**config.mk**
```make
export PLATFORM = sky130hd
export DESIGN_NAME = seq_multiplier
export DESIGN_NICKNAME = d
export VERILOG_FILES = /design/src/rtl/seq_multiplier.sv
export SDC_FILE = /design/constraint.sdc
export NUM_CORES = 1
export LEC_CHECK = 0
export ABC_AREA = 1
export BUFFER_PORTS_ARGS = -buffer_cell sky130_fd_sc_hd__buf_2
export CAP_MARGIN = 30
export CORE_ASPECT_RATIO = 1.5
export CORE_MARGIN = 2
export CORE_UTILIZATION = 55
export CTS_CLUSTER_SIZE = 16
export DETAILED_ROUTE_END_ITERATION = 12
export PLACE_DENSITY = 0.73
export SLEW_MARGIN = 5
export SYNTH_ARGS = -nofsm -noshare
export SYNTH_HDL_FRONTEND = slang
export SYNTH_SLANG_ARGS = --single-unit
```
**constraint.sdc**
```tcl
create_clock -name Clk -period 8.6 [get_ports Clk]
set_input_delay 1.29 -clock Clk [delete_from_list [all_inputs] [get_ports Clk]]
set_output_delay 1.29 -clock Clk [all_outputs]
set_load 0.01 [all_outputs]
```
**src/rtl/seq_multiplier.sv**
```systemverilog
// seq_multiplier: iterative shift-add multiplier for the MUL/IMUL path.
// One add-and-shift step per clock through a WIDTH-bit ripple-carry chain;
// the double-width product and the CF/OF flag are registered when the
// operation completes.
// Optional feature: define SIGNED_MUL_EN to add the Signed input (IMUL).
// Operands are then loaded as magnitudes, and a FIX cycle negates the product
// when the operand signs differ.
module seq_multiplier #(
  parameter int WIDTH = 16
) (
  input  logic                 Clk,
  input  logic                 Rst,
  input  logic                 Start,
  input  logic [WIDTH-1:0]     A,
  input  logic [WIDTH-1:0]     B,
`ifdef SIGNED_MUL_EN
  input  logic                 Signed,
`endif
  output logic                 Busy,
  output logic                 Done,
  output logic [2*WIDTH-1:0]   Product,
  output logic                 CF
);

  localparam int CW = $clog2(WIDTH) + 1;

  typedef enum logic [1:0] {
    S_IDLE = 2'd0,
    S_RUN  = 2'd1,
    S_FIX  = 2'd2,
    S_DONE = 2'd3
  } state_t;

  state_t               state;
  logic [WIDTH-1:0]     mcand;
  logic [2*WIDTH-1:0]   prod;
  logic [CW-1:0]        cnt;
  logic                 sign_x;     // operand signs differ: product needs negating
  logic                 signed_op;  // operation in flight is IMUL

  logic                 signed_req;
  logic [WIDTH-1:0]     mag_a;
  logic [WIDTH-1:0]     mag_b;
  logic [WIDTH-1:0]     add_sum;
  logic                 add_cout;
  logic [2*WIDTH-1:0]   prod_step;
  logic [2*WIDTH-1:0]   prod_neg;
  logic                 last_iter;

`ifdef SIGNED_MUL_EN
  assign signed_req = Signed;
`else
  assign signed_req = 1'b0;
`endif

  function automatic logic [WIDTH-1:0] negate(input logic [WIDTH-1:0] x);
    return ~x + WIDTH'(1);
  endfunction

  // Unsigned overflow: any bit set in the high word.
  function automatic logic cf_unsigned(input logic [2*WIDTH-1:0] p);
    return |p[2*WIDTH-1:WIDTH];
  endfunction

  // Signed overflow: high word is not the sign extension of the low word.
  function automatic logic cf_signed(input logic [2*WIDTH-1:0] p);
    return p[2*WIDTH-1:WIDTH] != {WIDTH{p[WIDTH-1]}};
  endfunction

  // Operand magnitudes for IMUL; plain operands for MUL.
  assign mag_a = (signed_req && A[WIDTH-1]) ? negate(A) : A;
  assign mag_b = (signed_req && B[WIDTH-1]) ? negate(B) : B;

  // Ripple-carry chain of full-adder cells: high word of PROD + MCAND.
  // NOTE: every variable written here gets a value before any conditional
  // use, so the block stays purely combinational and no latch is inferred.
  always_comb begin
    logic c;
    c       = 1'b0;
    add_sum = '0;
    for (int i = 0; i < WIDTH; i++) begin
      add_sum[i] = mcand[i] ^ prod[WIDTH+i] ^ c;
      c          = (mcand[i] & prod[WIDTH+i]) | (c & (mcand[i] ^ prod[WIDTH+i]));
    end
    add_cout = c;
  end

  // Next PROD value for one iteration: add-and-shift or shift only.
  always_comb begin
    if (prod[0]) prod_step = {add_cout, add_sum, prod[WIDTH-1:1]};
    else         prod_step = {1'b0, prod[2*WIDTH-1:1]};
  end

  assign prod_neg  = ~prod + (2*WIDTH)'(1);
  assign last_iter = (cnt == CW'(WIDTH - 1));

  // Control FSM with datapath and registered outputs.
  // NOTE: sequential state uses non-blocking assignments only, so every
  // register samples pre-edge values regardless of statement order.
  always_ff @(posedge Clk or posedge Rst) begin
    if (Rst) begin
      state     <= S_IDLE;
      mcand     <= '0;
      prod      <= '0;
      cnt       <= '0;
      sign_x    <= 1'b0;
      signed_op <= 1'b0;
      Busy      <= 1'b0;
      Done      <= 1'b0;
      Product   <= '0;
      CF        <= 1'b0;
    end else begin
      case (state)
        S_IDLE, S_DONE: begin
          Done <= 1'b0;
          if (Start) begin
            mcand     <= mag_a;
            prod      <= {{WIDTH{1'b0}}, mag_b};
            cnt       <= '0;
            sign_x    <= signed_req & (A[WIDTH-1] ^ B[WIDTH-1]);
            signed_op <= signed_req;
            Busy      <= 1'b1;
            state     <= S_RUN;
          end else begin
            state <= S_IDLE;
          end
        end
        S_RUN: begin
          prod <= prod_step;
          cnt  <= cnt + CW'(1);
          if (last_iter) begin
            if (sign_x) begin
              state <= S_FIX;
            end else begin
              Product <= prod_step;
              CF      <= signed_op ? cf_signed(prod_step) : cf_unsigned(prod_step);
              Busy    <= 1'b0;
              Done    <= 1'b1;
              state   <= S_DONE;
            end
          end
        end
        S_FIX: begin
          prod    <= prod_neg;
          Product <= prod_neg;
          CF      <= cf_signed(prod_neg);
          Busy    <= 1'b0;
          Done    <= 1'b1;
          state   <= S_DONE;
        end
        default: state <= S_IDLE;
      endcase
    end
  end

endmodule

```
Word-level counts from Yosys, hierarchy flattened:

Index checks and enable logic that the tools add are counted.

* word-level logic and storage cells: 121
* flip-flop bits (word level): 90
* input port bits: 35

* equality and inequality tests: 7
* reductions and logical operators: 9
* add/subtract/negate cells: 2
* muxes and demuxes: 17
* bitwise gates (word level): 78

Operators with widths (number)
* 32-bit 2-to-1 mux: 3
* 32-bit one-hot mux with 3 select lines: 1
* 32-bit one-hot mux with 2 select lines: 1
* 32-bit by 1-bit adder with 32-bit output (second input constant): 1
* 32-bit inverter: 1
* 1-bit bitwise AND: 31
* 1-bit XOR: 31
* 16-bit != test: 1
* 16-bit OR reduction: 1
* 1-bit OR: 15
* 5-bit one-hot mux with 2 select lines: 1
* 2-bit AND reduction: 4
* 1-bit one-hot mux with 3 select lines: 2
* 2-bit one-hot mux with 3 select lines: 1
* 5-bit by 1-bit adder with 5-bit output (second input constant): 1
* 5-bit by 4-bit == test with 1-bit output (second input constant): 1
* 1-bit 2-to-1 mux: 5
* 5-bit 2-to-1 mux: 1
* 2-bit == test (second input constant): 2
* 2-bit != test (second input constant): 2
* 2-bit nonzero test: 2
* 2-bit by 1-bit == test with 1-bit output (second input constant): 1
* 2-bit logical NOT: 1
* 2-bit 2-to-1 mux: 1
* other kinds (2): 2

Depth between registers and ports, before layout:

Gate-level depths: netlist (run 1).

* depth after elaboration: 35
* mapped depth: 28
* gate-level depth less buffers: 28

Least setup slack after synthesis (run 1):

OpenSTA, ideal clock, no wires.

* path type: register to register
* start point: register prod[16]
* end point: register CF
* cell stages (with the launch flop): 29
* arrival time: 5918 ps
* required time: 8483 ps
* setup slack: 2565 ps
* path buffers: 0
* cells stage by stage: dfrtp_1 > ha_1 > inv_1 > fa_1 > fa_1 > fa_1 > fa_1 > inv_1 > fa_1 > fa_1 > inv_1 > fa_1 > fa_1 > inv_1 > fa_1 > fa_1 > fa_1 > fa_1 > inv_1 > fa_1 > fa_1 > inv_1 > fa_1 > or2_2 > o21a_1 > nor3_1 > a41oi_1 > nand2_1 > nand2_1

* cells in the longest elaborated chain, start to end: 35

Ends and longest elaborated chain
* from (decl): line 36 `logic [2*WIDTH-1:0] prod;`
* from (signal assigned): line 118 `prod <= {{WIDTH{1'b0}}, mag_b};`
* from (signal assigned): line 129 `prod <= prod_step;`
* from (signal assigned): line 144 `prod <= prod_neg;`
* 1-bit bitwise AND (2 in series): line 83 `c = (mcand[i] & prod[WIDTH+i]) | (c & (mcand[i] ^ prod[WIDTH+i]));`
* 1-bit OR: line 83
* 1-bit bitwise AND: line 83
* 1-bit OR: line 83
* 1-bit bitwise AND: line 83
* 1-bit OR: line 83
* 1-bit bitwise AND: line 83
* 1-bit OR: line 83
* [18 not listed]
* 1-bit bitwise AND: line 83
* 1-bit OR: line 83
* 1-bit bitwise AND: line 83
* 1-bit OR: line 83
* 32-bit 2-to-1 mux: line 90 `if (prod[0]) prod_step = {add_cout, add_sum, prod[WIDTH-1:1]};`
* 16-bit OR reduction: line 62 `return |p[2*WIDTH-1:WIDTH];`
* 1-bit 2-to-1 mux: line 131 `if (last_iter) begin`
* 1-bit one-hot mux with 2 select lines (*): line 113 `case (state)`
* to (signal assigned): line 136 `CF <= signed_op ? cf_signed(prod_step) : cf_unsigned(prod_step);`
* to (signal assigned): line 146 `CF <= cf_signed(prod_neg);`
* to (decl): line 22 `output logic CF`

Every way passes the cells marked *; elsewhere a longest branch is shown, timed or not. The select of a mux whose other input is x is not followed.
A chain may end at the register's enable or synchronous reset.

Worst setup path in the final report (run 1):

* start point: register prod[16]
* end point: register prod[30]

* cells in the longest elaborated chain, start to end: 32

Ends and longest elaborated chain
* 1-bit bitwise AND (2 in series): line 83
* 1-bit OR: line 83
* 1-bit bitwise AND: line 83
* 1-bit OR: line 83
* 1-bit bitwise AND: line 83
* 1-bit OR: line 83
* 1-bit bitwise AND: line 83
* 1-bit OR: line 83
* [15 not listed]
* 1-bit OR: line 83
* 1-bit bitwise AND: line 83
* 1-bit OR: line 83
* 1-bit bitwise AND: line 83
* 1-bit OR: line 83
* 1-bit XOR: line 82 `add_sum[i] = mcand[i] ^ prod[WIDTH+i] ^ c;`
* 32-bit 2-to-1 mux: line 90
* 32-bit one-hot mux with 3 select lines (*): line 113

Every way passes the cells marked *; elsewhere a longest branch is shown, timed or not.

==> results.sh, run 1 <==
export IMPL_slowest_stage="dfrtp_1"
export IMPL_slew_violations=0
export IMPL_multi_input_area_um2=3040
export IMPL_min_from="cnt[0]$_DFFE_PP0P_"
export IMPL_nets=858
export IMPL_timing_critical_path_buf_inv=7
export IMPL_r2r_end="prod[30]$_DFFE_PP0P_"
export IMPL_clock_sinks=89
export IMPL_min_path_type="register to register"
export IMPL_dp_slack_ps=2200
export IMPL_layout_common_cells="nand2_1, nor2_1, dfrtp_1"
export IMPL_ys_flop_type="dfrtp_1"
export IMPL_insertion_delay_ps=350
export IMPL_cp_end_kind="register"
export IMPL_path_depth=28
export IMPL_die_h_um=129
export IMPL_endpoint="prod[30]$_DFFE_PP0P_"
export IMPL_worstMarginPinSlew_ps=772
export IMPL_crit_required_ps=8810
export IMPL_row_count=45
export IMPL_dieArea_um2=11300
export IMPL_synth_seq_area_share=0.389
export IMPL_synth_edff_count=0
export IMPL_fin_area_um2=6500
export IMPL_p_leak_nw=3.02
export IMPL_cp_max_fo=6
export IMPL_vdd_drop_max_mv=0.283
export IMPL_p_per_area_nw_per_um2=448
export IMPL_synthArstFlopShare=1.00
export IMPL_synth_fp_nets=799
export IMPL_finalSetupViolations=0
export IMPL_startpoint="prod[16]$_DFFE_PP0P_"
export IMPL_crit_path_max_incr_delay_ps=430
export IMPL_grt_overflow_total=0
export IMPL_synth_cell_types=47
export IMPL_post_cts_resized=0
export IMPL_period_minus_slack_ps=6410
export IMPL_grt_pass1_wl_um=28000
export IMPL_drv_cap=0
export IMPL_worstHoldPathCells=1
export IMPL_cts_setup_buffers=0
export IMPL_hold_slack_ps=499
export IMPL_layout_commonest_cell="nand2_1"
export IMPL_io_pins=70
export IMPL_clock_root_buffer="clkbuf_16"
export IMPL_period_share=0.746
export IMPL_avgSynthCellArea_um2=7.70
export IMPL_critical_path_top_delay_family="adder cells"
export IMPL_drc=0
export IMPL_drt_iter0_drc=471
export IMPL_total_power_mw=2.91
export IMPL_setup_slack_ps=2190
export IMPL_synth_top_cells_by_area="dfrtp_1, nand2_1, nor2_1"
export IMPL_critical_path_class="register to register"
export IMPL_io_buffers=69
export IMPL_grt_setup_unrepaired="false"
export IMPL_place_congestion=0.973
export IMPL_clockBufferDepth=2
export IMPL_reg2reg_from="prod[16]$_DFFE_PP0P_"
export IMPL_yosysWarnings=0
export IMPL_fin_util=0.642
export IMPL_drive_above_1_share=0.191
export IMPL_cts_buffers=9
export IMPL_ant_nets=0
export IMPL_reg2reg_slack_ps=2190
export IMPL_dp_hpwl_um=13500
export IMPL_core_um2=10100
export IMPL_ys_ff_latch=89
export IMPL_yosysTopAreaCell="dfrtp_1"
export IMPL_diodes=0
export IMPL_nFillCells=920
export IMPL_finalHoldViolCount=0
export IMPL_critPathLaunchType="register"
export IMPL_stdcell_count=924
export IMPL_syn_cell_area_um2=5720
export IMPL_path_clk_slew_ps=60
export IMPL_avgRoutedWirePerCell_um=19.3
export IMPL_dp_cells=908
export IMPL_ctsHoldBuffers=0
export IMPL_r2r_cells=28
export IMPL_crit_arrival_ps=6620
export IMPL_fp_dieW_um=87.3
export IMPL_dpl_instance_area_um2=6170
export IMPL_antenna_found_initial=0
export IMPL_num_vias=5418
export IMPL_cts_tree="built"
export IMPL_timing_clock_skew_ps=9.81
export IMPL_wl_um=17800
export IMPL_register_area_um2=2230
export IMPL_max_freq_mhz=156
export IMPL_first_global_vias=5334
export IMPL_tns_ps=0
export IMPL_synthCells=743
export IMPL_first_pass_iters=5
export IMPL_status="finished clean"
export IMPL_yosysTopAreaCellShare=0.389
export IMPL_grt_max_degree=50
export IMPL_vias_per_cell=5.86
export IMPL_htreeDepth=3
export IMPL_area_growth_pct=13.7
export IMPL_crit_top_cell="fa_1"
export IMPL_grtUsageTotal=0.332
export IMPL_initial_core_util=0.565
export IMPL_relSlewSlack=0.484
==> worst reg2reg max path: cells and delay by family, from the launching register on <==
kind                     cells  cell delay, ps
adder cells (fa/ha/maj)     16            4650
AO/OA/AOI/OAI                3             410
AND/OR/NAND/NOR              2             340
flip-flops                   1             430
buffers and inverters        7             450
==> final cells by class <==
cell class | count | share of cell area
Clock buffer | 11 | 0.0358
Clock inverter | 5 | 0.0160
Inverter | 84 | 0.0492
Multi-Input combinational cell | 540 | 0.467
Sequential cell | 89 | 0.342
Tap cell | 117 | 0.0225
Timing Repair Buffer | 78 | 0.0671
==> flip-flops by register name (all words and copies together), names as in the netlist <==
signal,cells
CF,1
Done,1
cnt,5
Product,32
Busy,1
mcand,16
prod,32
state,1
==> cell families after synthesis <==
logic type / synth area share
AND/OR/NAND/NOR: 0.282
adder cells (fa/ha/maj): 0.0656
XOR/XNOR: 0.00744
buffers and inverters: 0.0813
flip-flops: 0.389
AO/OA/AOI/OAI: 0.174
==> power breakdown <==
part           switching [mW]  leakage, nW  internal [mW]
sequential              0.169         1.10          0.618
combinational            1.12         1.76          0.549
clock                   0.171        0.164          0.284
==> layer usage <==
metal	routed length, um	vias to the layer above	track usage
li1	-	2574	-
met1	6530	2577	0.382
met2	9380	214	0.578
met3	906	53	0.0468
met4	975	0	0.190
met5	0	-	0
==> cell usage after synthesis, types with 4 or more instances <==
cell type  count
nor2_4         5
inv_1         74
o221ai_1       8
or2_2         10
nand2_2       10
inv_2          5
nand4_1       11
fa_1          15
a221oi_1      13
clkbuf_1      21
a31oi_1       11
nor2_2        13
nand2_1      155
buf_6          4
a21oi_1       52
nor2_1        98
o22ai_1        4
ha_1           6
nand3_1       27
o21ai_0       63
dfrtp_1       89
==> worst min-delay path by stage <==
| stage | to |
|---|---|
| floorplan | mcand[0]$_DFFE_PP0P_ |
| global placement | Busy$_DFFE_PP0P_ |
| detailed placement | Busy$_DFFE_PP0P_ |
| CTS | Busy$_DFFE_PP0P_ |
| global route | Product[30]$_DFFE_PP0P_ |
| finish | cnt[0]$_DFFE_PP0P_ |
Note: power is estimated with default switching activity, not from simulation.
==> run 2: changes to the inputs <==
--- a/config.mk
+++ b/config.mk
@@ -10,10 +10,10 @@
 export CAP_MARGIN = 30
 export CORE_ASPECT_RATIO = 1.5
 export CORE_MARGIN = 2
-export CORE_UTILIZATION = 55
+export CORE_UTILIZATION = 53
 export CTS_CLUSTER_SIZE = 16
 export DETAILED_ROUTE_END_ITERATION = 12
-export PLACE_DENSITY = 0.73
+export PLACE_DENSITY = 0.74
 export SLEW_MARGIN = 5
 export SYNTH_ARGS = -nofsm -noshare
 export SYNTH_HDL_FRONTEND = slang
==> constraint.sdc (replaced) <==
create_clock -name Clk -period 5.65 [get_ports Clk]
set_input_delay 0.8475 -clock Clk [delete_from_list [all_inputs] [get_ports Clk]]
set_output_delay 0.8475 -clock Clk [all_outputs]
set_load 0.01 [all_outputs]
==> results.sh, run 2 (synthesis results as in run 1) <==
export IMPL_period_minus_slack_ps=5920
export IMPL_fin_area_um2=6550
export IMPL_cts_setup_buffers=0
export IMPL_crit_arrival_ps=6150
export IMPL_critPathLaunchType="register"
export IMPL_crit_top_cell="fa_2"
export IMPL_slew_violations=0
export IMPL_register_area_um2=2230
export IMPL_path_clk_slew_ps=60
export IMPL_first_global_vias=5352
export IMPL_finalHoldViolCount=0
export IMPL_nets=864
export IMPL_status="finished with violations"
export IMPL_ctsHoldBuffers=0
export IMPL_clockBufferDepth=2
export IMPL_dpl_instance_area_um2=6270
export IMPL_core_um2=10500
export IMPL_cp_end_kind="register"
export IMPL_clock_root_buffer="clkbuf_16"
export IMPL_initial_core_util=0.543
export IMPL_multi_input_area_um2=3080
export IMPL_drc=0
export IMPL_grt_overflow_total=0
export IMPL_die_h_um=131
export IMPL_crit_required_ps=5880
export IMPL_drt_iter0_drc=303
export IMPL_crit_path_max_incr_delay_ps=400
export IMPL_vias_per_cell=5.72
export IMPL_drv_cap=0
export IMPL_first_pass_iters=6
export IMPL_wl_um=16700
export IMPL_dieArea_um2=11700
export IMPL_max_freq_mhz=169
export IMPL_layout_common_cells="nand2_1, nor2_1, dfrtp_1"
export IMPL_critical_path_class="register to register"
export IMPL_slowest_stage="fa_1"
export IMPL_cp_max_fo=2
export IMPL_worstMarginPinSlew_ps=829
export IMPL_setup_slack_ps=-268
export IMPL_p_per_area_nw_per_um2=653
export IMPL_timing_critical_path_buf_inv=6
export IMPL_violations="negative setup slack"
export IMPL_clock_sinks=89
export IMPL_drive_above_1_share=0.223
export IMPL_top_regs="Product x32, prod x32, mcand x16"
export IMPL_grt_pass1_wl_um=26900
export IMPL_dp_slack_ps=-316
export IMPL_avgRoutedWirePerCell_um=17.5
export IMPL_hold_slack_ps=510
export IMPL_num_vias=5461
export IMPL_timing_clock_skew_ps=8.58
export IMPL_io_buffers=69
export IMPL_min_path_type="register to register"
export IMPL_layout_commonest_cell="nand2_1"
export IMPL_ant_nets=0
export IMPL_fin_util=0.622
export IMPL_htreeDepth=3
export IMPL_p_leak_nw=3.00
export IMPL_period_share=1.05
export IMPL_grtUsageTotal=0.298
export IMPL_place_congestion=0.961
export IMPL_grt_setup_unrepaired="true"
export IMPL_row_count=46
export IMPL_cts_tree="built"
export IMPL_tns_ps=-721
export IMPL_cts_buffers=9
export IMPL_nFillCells=964
export IMPL_antenna_found_initial=0
export IMPL_io_pins=70
export IMPL_insertion_delay_ps=340
export IMPL_grt_max_degree=48
export IMPL_vdd_drop_max_mv=0.368
export IMPL_area_growth_pct=14.5
export IMPL_dp_hpwl_um=12500
export IMPL_fp_dieW_um=88.8
export IMPL_finalSetupViolations=3
export IMPL_relSlewSlack=0.447
export IMPL_diodes=0
export IMPL_critical_path_top_delay_family="adder cells"
[run 2: metrics by stage]
step / std cells / power, mW
global placement: 940 / 3.61
floorplan: 743 / 2.94
finish: 955 / 4.28
global route: 955 / 4.63
CTS: 955 / 4.27
detailed placement: 941 / 3.70
[run 2: timing repair]
action / in CTS / in global routing
gates resized for setup: 6 / 2
pin swaps: 3 / 2
setup endpoints to repair: 3 / 4
[run 2: path summary, 6_finish.rpt]
check	startpoint	to	slack [ps]	cells after the start
worst min register to register	cnt[0]$_DFFE_PP0P_	cnt[0]$_DFFE_PP0P_	510	1
max in group asynchronous	Rst	CF$_DFFE_PP0P_	3960	3
min in group asynchronous	Rst	Product[0]$_DFFE_PP0P_	610	2
worst max-delay path	mcand[0]$_DFFE_PP0P_	CF$_DFFE_PP0P_	-270	28
worst max register to register	mcand[0]$_DFFE_PP0P_	CF$_DFFE_PP0P_	-270	28
worst min-delay path	cnt[0]$_DFFE_PP0P_	cnt[0]$_DFFE_PP0P_	510	1
[run 2: final cells by class]
class,instances,area share
clock inverter,3,0.00287
clock buffer,11,0.0371
sequential,89,0.340
timing repair buffer,84,0.0730
multi-input combinational,540,0.471
inverter,84,0.0489
tap,144,0.0275
[run 2: where the power goes]
part / internal (mW) / switching (mW) / leakage, nW
logic: 0.860 / 1.68 / 1.77
clock network: 0.305 / 0.242 / 0.131
registers: 0.941 / 0.247 / 1.10
[run 2: layer usage]
layer  up-vias  global-route usage  routed length (um)  part of all wire
li1       2593                   -                   -                 -
met1      2627               0.360                6630              0.40
met2       199               0.517                8830              0.53
met3        42              0.0452                 696             0.042
met4         0               0.117                 507             0.030
met5         -                   0                   0                 0
